`src/rtl/alu_pkg.sv`:
```
// Shared types for the ALU control sequencer: state encoding,
// opcodes and default operand width.
package alu_pkg;

  localparam int DEF_WIDTH = 8;

  localparam logic [1:0] OP_ADD = 2'b00;
  localparam logic [1:0] OP_SUB = 2'b01;
  localparam logic [1:0] OP_MUL = 2'b10;
  localparam logic [1:0] OP_DIV = 2'b11;

  typedef enum logic [3:0] {
    IDLE,
    LOAD_M,
    LOAD_Q,
    EXEC,
    B_TEST,
    B_SHIFT,
    D_SHIFT,
    D_SUB,
    D_CHECK,
    OUT_A,
    OUT_Q
  } state_t;

endpackage

```
`src/rtl/alu_iter_counter.sv`:
```
// Iteration counter for the mul/div loops.
// Ports: clk, rst (sync, high), clr, inc in; tc high at count WIDTH-1.
module alu_iter_counter
  import alu_pkg::*;
#(
  parameter int WIDTH = DEF_WIDTH,
  localparam int CW = (WIDTH > 2) ? $clog2(WIDTH) : 1
) (
  input  logic clk,
  input  logic rst,
  input  logic clr,
  input  logic inc,
  output logic tc
);

  logic [CW-1:0] cnt_q;
  logic [CW-1:0] cnt_d;

  assign tc = (cnt_q == CW'(WIDTH - 1));

  // Wrap explicitly so non power-of-two widths also return to 0
  // on the same increment that leaves the loop.
  always_comb begin
    cnt_d = cnt_q;
    if (clr) begin
      cnt_d = '0;
    end else if (inc) begin
      cnt_d = tc ? '0 : cnt_q + CW'(1);
    end
  end

  always_ff @(posedge clk) begin
    if (rst) begin
      cnt_q <= '0;
    end else begin
      cnt_q <= cnt_d;
    end
  end

endmodule

```
`src/rtl/alu_sequencer.sv`:
```
// Control sequencer for an add/sub/Booth-mul/restoring-div datapath.
// Ports: start/op request, datapath status in; c0..c7, out_sel,
// busy, done, err out (controls decoded from state and status).
module alu_sequencer
  import alu_pkg::*;
#(
  parameter int WIDTH = DEF_WIDTH
) (
  input  logic       clk,
  input  logic       rst,
  input  logic       start,
  input  logic [1:0] op,
  input  logic       q0,
  input  logic       q_m1,
  input  logic       a_sign,
  input  logic       m_zero,
  output logic       c0,
  output logic       c1,
  output logic       c2,
  output logic       c3,
  output logic       c4,
  output logic       c5,
  output logic       c6,
  output logic       c7,
  output logic       out_sel,
  output logic       busy,
  output logic       done,
  output logic       err
);

  state_t     state_q;
  state_t     state_d;
  logic [1:0] op_q;
  logic [1:0] op_d;
  logic       cnt_clr;
  logic       cnt_inc;
  logic       cnt_tc;

  alu_iter_counter #(
    .WIDTH(WIDTH)
  ) u_cnt (
    .clk(clk),
    .rst(rst),
    .clr(cnt_clr),
    .inc(cnt_inc),
    .tc (cnt_tc)
  );

  assign busy = (state_q != IDLE);

  always_comb begin
    state_d = state_q;
    op_d    = op_q;
    cnt_clr = 1'b0;
    cnt_inc = 1'b0;
    c0      = 1'b0;
    c1      = 1'b0;
    c2      = 1'b0;
    c3      = 1'b0;
    c4      = 1'b0;
    c5      = 1'b0;
    c6      = 1'b0;
    c7      = 1'b0;
    out_sel = 1'b0;
    done    = 1'b0;
    err     = 1'b0;
    unique case (state_q)
      IDLE: begin
        if (start) begin
          state_d = LOAD_M;
          op_d    = op;
        end
      end
      LOAD_M: begin
        c0      = 1'b1;
        state_d = LOAD_Q;
      end
      LOAD_Q: begin
        c1      = 1'b1;
        cnt_clr = 1'b1;
        unique case (op_q)
          OP_MUL:  state_d = B_TEST;
          OP_DIV:  state_d = D_SHIFT;
          default: state_d = EXEC;
        endcase
      end
      EXEC: begin
        c2      = 1'b1;
        c3      = op_q[0];
        state_d = OUT_A;
      end
      B_TEST: begin
        unique case ({q0, q_m1})
          2'b10: begin
            c2 = 1'b1;
            c3 = 1'b1;
          end
          2'b01:   c2 = 1'b1;
          default: c2 = 1'b0;
        endcase
        state_d = B_SHIFT;
      end
      B_SHIFT: begin
        c4      = 1'b1;
        cnt_inc = 1'b1;
        state_d = cnt_tc ? OUT_A : B_TEST;
      end
      D_SHIFT: begin
        if (m_zero) begin
          err     = 1'b1;
          state_d = IDLE;
        end else begin
          c5      = 1'b1;
          state_d = D_SUB;
        end
      end
      D_SUB: begin
        c2      = 1'b1;
        c3      = 1'b1;
        state_d = D_CHECK;
      end
      D_CHECK: begin
        // Negative trial remainder: add M back; else quotient bit is 1.
        if (a_sign) begin
          c2 = 1'b1;
        end else begin
          c6 = 1'b1;
        end
        cnt_inc = 1'b1;
        state_d = cnt_tc ? OUT_A : D_SHIFT;
      end
      OUT_A: begin
        c7 = 1'b1;
        if (op_q[1]) begin
          state_d = OUT_Q;
        end else begin
          done    = 1'b1;
          state_d = IDLE;
        end
      end
      OUT_Q: begin
        c7      = 1'b1;
        out_sel = 1'b1;
        done    = 1'b1;
        state_d = IDLE;
      end
      default: state_d = IDLE;
    endcase
  end

  always_ff @(posedge clk) begin
    if (rst) begin
      state_q <= IDLE;
      op_q    <= OP_ADD;
    end else begin
      state_q <= state_d;
      op_q    <= op_d;
    end
  end

endmodule

```
`config.mk`:
```
export PLATFORM = sky130hd
export DESIGN_NAME = alu_sequencer
export DESIGN_NICKNAME = d
export VERILOG_FILES = /design/src/rtl/alu_pkg.sv /design/src/rtl/alu_iter_counter.sv /design/src/rtl/alu_sequencer.sv
export SDC_FILE = /design/constraint.sdc
export NUM_CORES = 1
export LEC_CHECK = 0
export ABC_AREA = 0
export BUFFER_PORTS_ARGS = -buffer_cell sky130_fd_sc_hd__buf_4
export CAP_MARGIN = 20
export CORE_MARGIN = 5
export CORE_UTILIZATION = 50
export CTS_CLUSTER_DIAMETER = 200
export DETAILED_ROUTE_END_ITERATION = 6
export PLACE_DENSITY = 0.78
export SLEW_MARGIN = 5
export SYNTH_ARGS = -nofsm -noshare
export SYNTH_HDL_FRONTEND = slang
export SYNTH_SLANG_ARGS = --single-unit
```
`constraint.sdc`:
```
create_clock -name clk -period 1.5 [get_ports clk]
set_input_delay 0 -clock clk [delete_from_list [all_inputs] [get_ports clk]]
set_output_delay 0 -clock clk [all_outputs]
set_load 0.01 [all_outputs]
```
==> metrics <==
Primary FF master, synth dfxtp_1; Routed WL per cell 13.8 um; final critical-path share of the clock period 96.7%; post-synthesis xor/xnor area fraction under 10%; Synth cell types 39; count of input and output buffers 20; unrepaired setup endpoints after global routing no; Critical Path End Type output port; Setup violations, final 0; cell taking the most area after synthesis dfxtp_1; ys async rst share 0%; Synth Register Bits 9; n_diodes 0; core area 1470 um2; hold path start start; initial antenna violation count 0; WS Path Type flop to output port; Die Wd 49.0 um; total negative slack 0 ns; Slew headroom 76.5%; peak supply drop 0.480 mV; fin util 70.4%; Starting Density 51.6%; top post-synthesis cells by area dfxtp_1 (24%), ha_1 (6.6%), nor4b_2 (5.9%); WHS approximately 0.034 ns; final WL 1950 um; Critical Path Start Type flop; PwrDens approximately 700 nW/um2; Vias/cell approximately 5.8; RR Endpoint state_q[2]; Post-synth EDFFs 0; CTS root buf clkbuf_4; gpl congestion 0.874; Clock H-tree levels 1; first drt pass iteration count 4; max-slew violations 0; crit path from state_q[1]; Worst path top cell family by delay simple AND/OR/NAND/NOR gates; worst path bufs/invs 1; Fmax between 600 and 700 MHz; Worst EP required 1.50 ns; Max clock buf depth 2; Reg2Reg Depth 5; Hold Crit Depth 3; compound-gate portion of the synthesized area between 20 and 25%; chip height just under 50 um; Area Growth Syn to Fin 36.4%; outcome finished clean; Lkg Pwr between 0.4 and 0.5 nW; Num Clock Sinks 9; vias after detailed routing 829; clock-pin slew of the registers on the worst-case setup and hold paths 0.06 ns; DRT iter0 DRCs 19; post-synthesis sequential area ratio 23.7%; Crit-path slowest cell or4b_4; worst r2r src u_cnt.cnt_q[0]; post-synthesis cell count 95; worst hold path class input port to flop; worst slew pin tran 0.352 ns; fin crit period 1.45 ns; Fin. Hold Viols 0; grt total ovfl 0; clock latency on the worst-skew pair 0.26 ns; Post-Syn Area 759 um2; syn_nets 108; Place WS roughly 0.15 ns; first-pass GRT wire length 3440 um; hold endpoint op_q[0]; io pins 21; main combinational cell family by area after synthesis simple AND/OR/NAND/NOR gates; worst-path cell chain or4b_4, nor2_2, buf_4; synth warn 0; simple-gate portion of the synthesized area 33.6%; Synth top area share a little under a quarter; CP max FO 14; DRC Markers 0; layout cells sized above 1 39.7%; post-synthesis mux area share 1.32%; CTS Buf Count 3; clk_skew 0.00142 ns; CTS tree built; adder-cell share of the synthesized area 6.59%; Rows 14; syn_area_per_cell 7.99 um2; Die Area 2400 um2; Nets 140; max_cap viols 0; pin count of the biggest net entering global routing 15; WP data arrival 1.45 ns; total track usage 17.3%; R2R setup slack 0.10 ns; vias in the first global route 829; detailed placement HPWL around 1500 um; Slowest Stage Delay on Critical Path ~0.56 ns; PnR Total Power 0.748 mW; ANT nets after route 0; Setup WS post-layout between 0.04 and 0.05 ns
-- worst max path at each step --
stage	depth (start not counted)	end	slack, ns
after floorplan	5	state_q[2]	0.24
after global placement	5	state_q[1]	0.19
after detailed placement	3	u_cnt.cnt_q[1]	0.15
after CTS	3	c6	0.01
after global routing	3	c6	0.005
final	3	c6	0.05
-- cell families (layout without fill, tap and decap cells) --
| family | Yosys count | in the layout |
|---|---|---|
| AO/OA/AOI/OAI | 29 | 29 |
| XOR/XNOR | 1 | 1 |
| adder cells (fa/ha/maj) | 4 | 4 |
| buffers and inverters | 15 | 46 |
| flip-flops | 9 | 9 |
| multiplexers | 1 | 1 |
| AND/OR/NAND/NOR | 36 | 36 |
-- routing by layer --
metal | part of all wire (%) | wire (um) | GRT usage (%) | vias up
li1 | - | - | - | 406
met1 | 42 | 824 | 19.3 | 390
met2 | 50 | 980 | 31.5 | 29
met3 | 6.3 | 123 | 3.36 | 4
met4 | 1.3 | 25 | 6.73 | 0
met5 | 0 | 0 | 0 | -
-- through the flow --
stage          instances  cell area, um2
6_report             142            1040
5_1_grt              142            1040
4_1_cts              142            1020
3_5_place_dp         135             962
3_3_place_gp         135             962
2_1_floorplan         95             759
-- where the power goes --
group	switching [mW]	internal, mW
sequential	0.0315	0.255
combinational	0.129	0.141
clock	0.0877	0.103
total	0.249	0.499
-- registers in the layout, summed over array words and instances (netlist names) --
register	cells
op_q	2
state_q	4
u_cnt.cnt_q	3
-- worst reg2reg max path, stage by stage (launching register included) --
cell and delay, ns:
dfxtp_1 0.33, ha_1 0.22, ha_1 0.22, nor4b_1 0.24, o21ai_0 0.16, a31oi_1 0.15
-- layout make-up --
type	count	area [um2]
Fill cell	120	435
Sequential cell	9	190
Inverter	8	30.0
Multi-Input combinational cell	71	507
Timing Repair Buffer	34	263
Clock buffer	4	26.3
Tap cell	16	20.0
-- Yosys cell counts (2+ instances only) --
cell      number
a21oi_1        7
a31oi_1        3
buf_2          4
buf_6          2
dfxtp_1        9
ha_1           4
inv_1          5
inv_2          3
nand2_1        2
nand3_1        5
nor2_1         8
nor2b_1        2
nor4b_2        3
o211ai_1       2
o21ai_0        8
o21ai_1        5
-- placed cells by master, fill, tap and decap left out, types with 4 or more instances in the layout --
cell type,synthesis,layout
inv_1,5,5
o21ai_0,8,8
nor2_1,8,7
ha_1,4,4
nand3_1,5,5
o21ai_1,5,5
buf_4,1,31
a21oi_1,7,7
dfxtp_1,9,5
-- what timing repair did --
action                                  CTS  global route
endpoints found under the hold margin     2             0
resized for setup                         3             5
buffers inserted                          0             0
endpoints found under the setup margin    4             3
hold buffers                              3             0
gates cloned                              0             0
No activity file was read; power rests on OpenSTA's default activity.
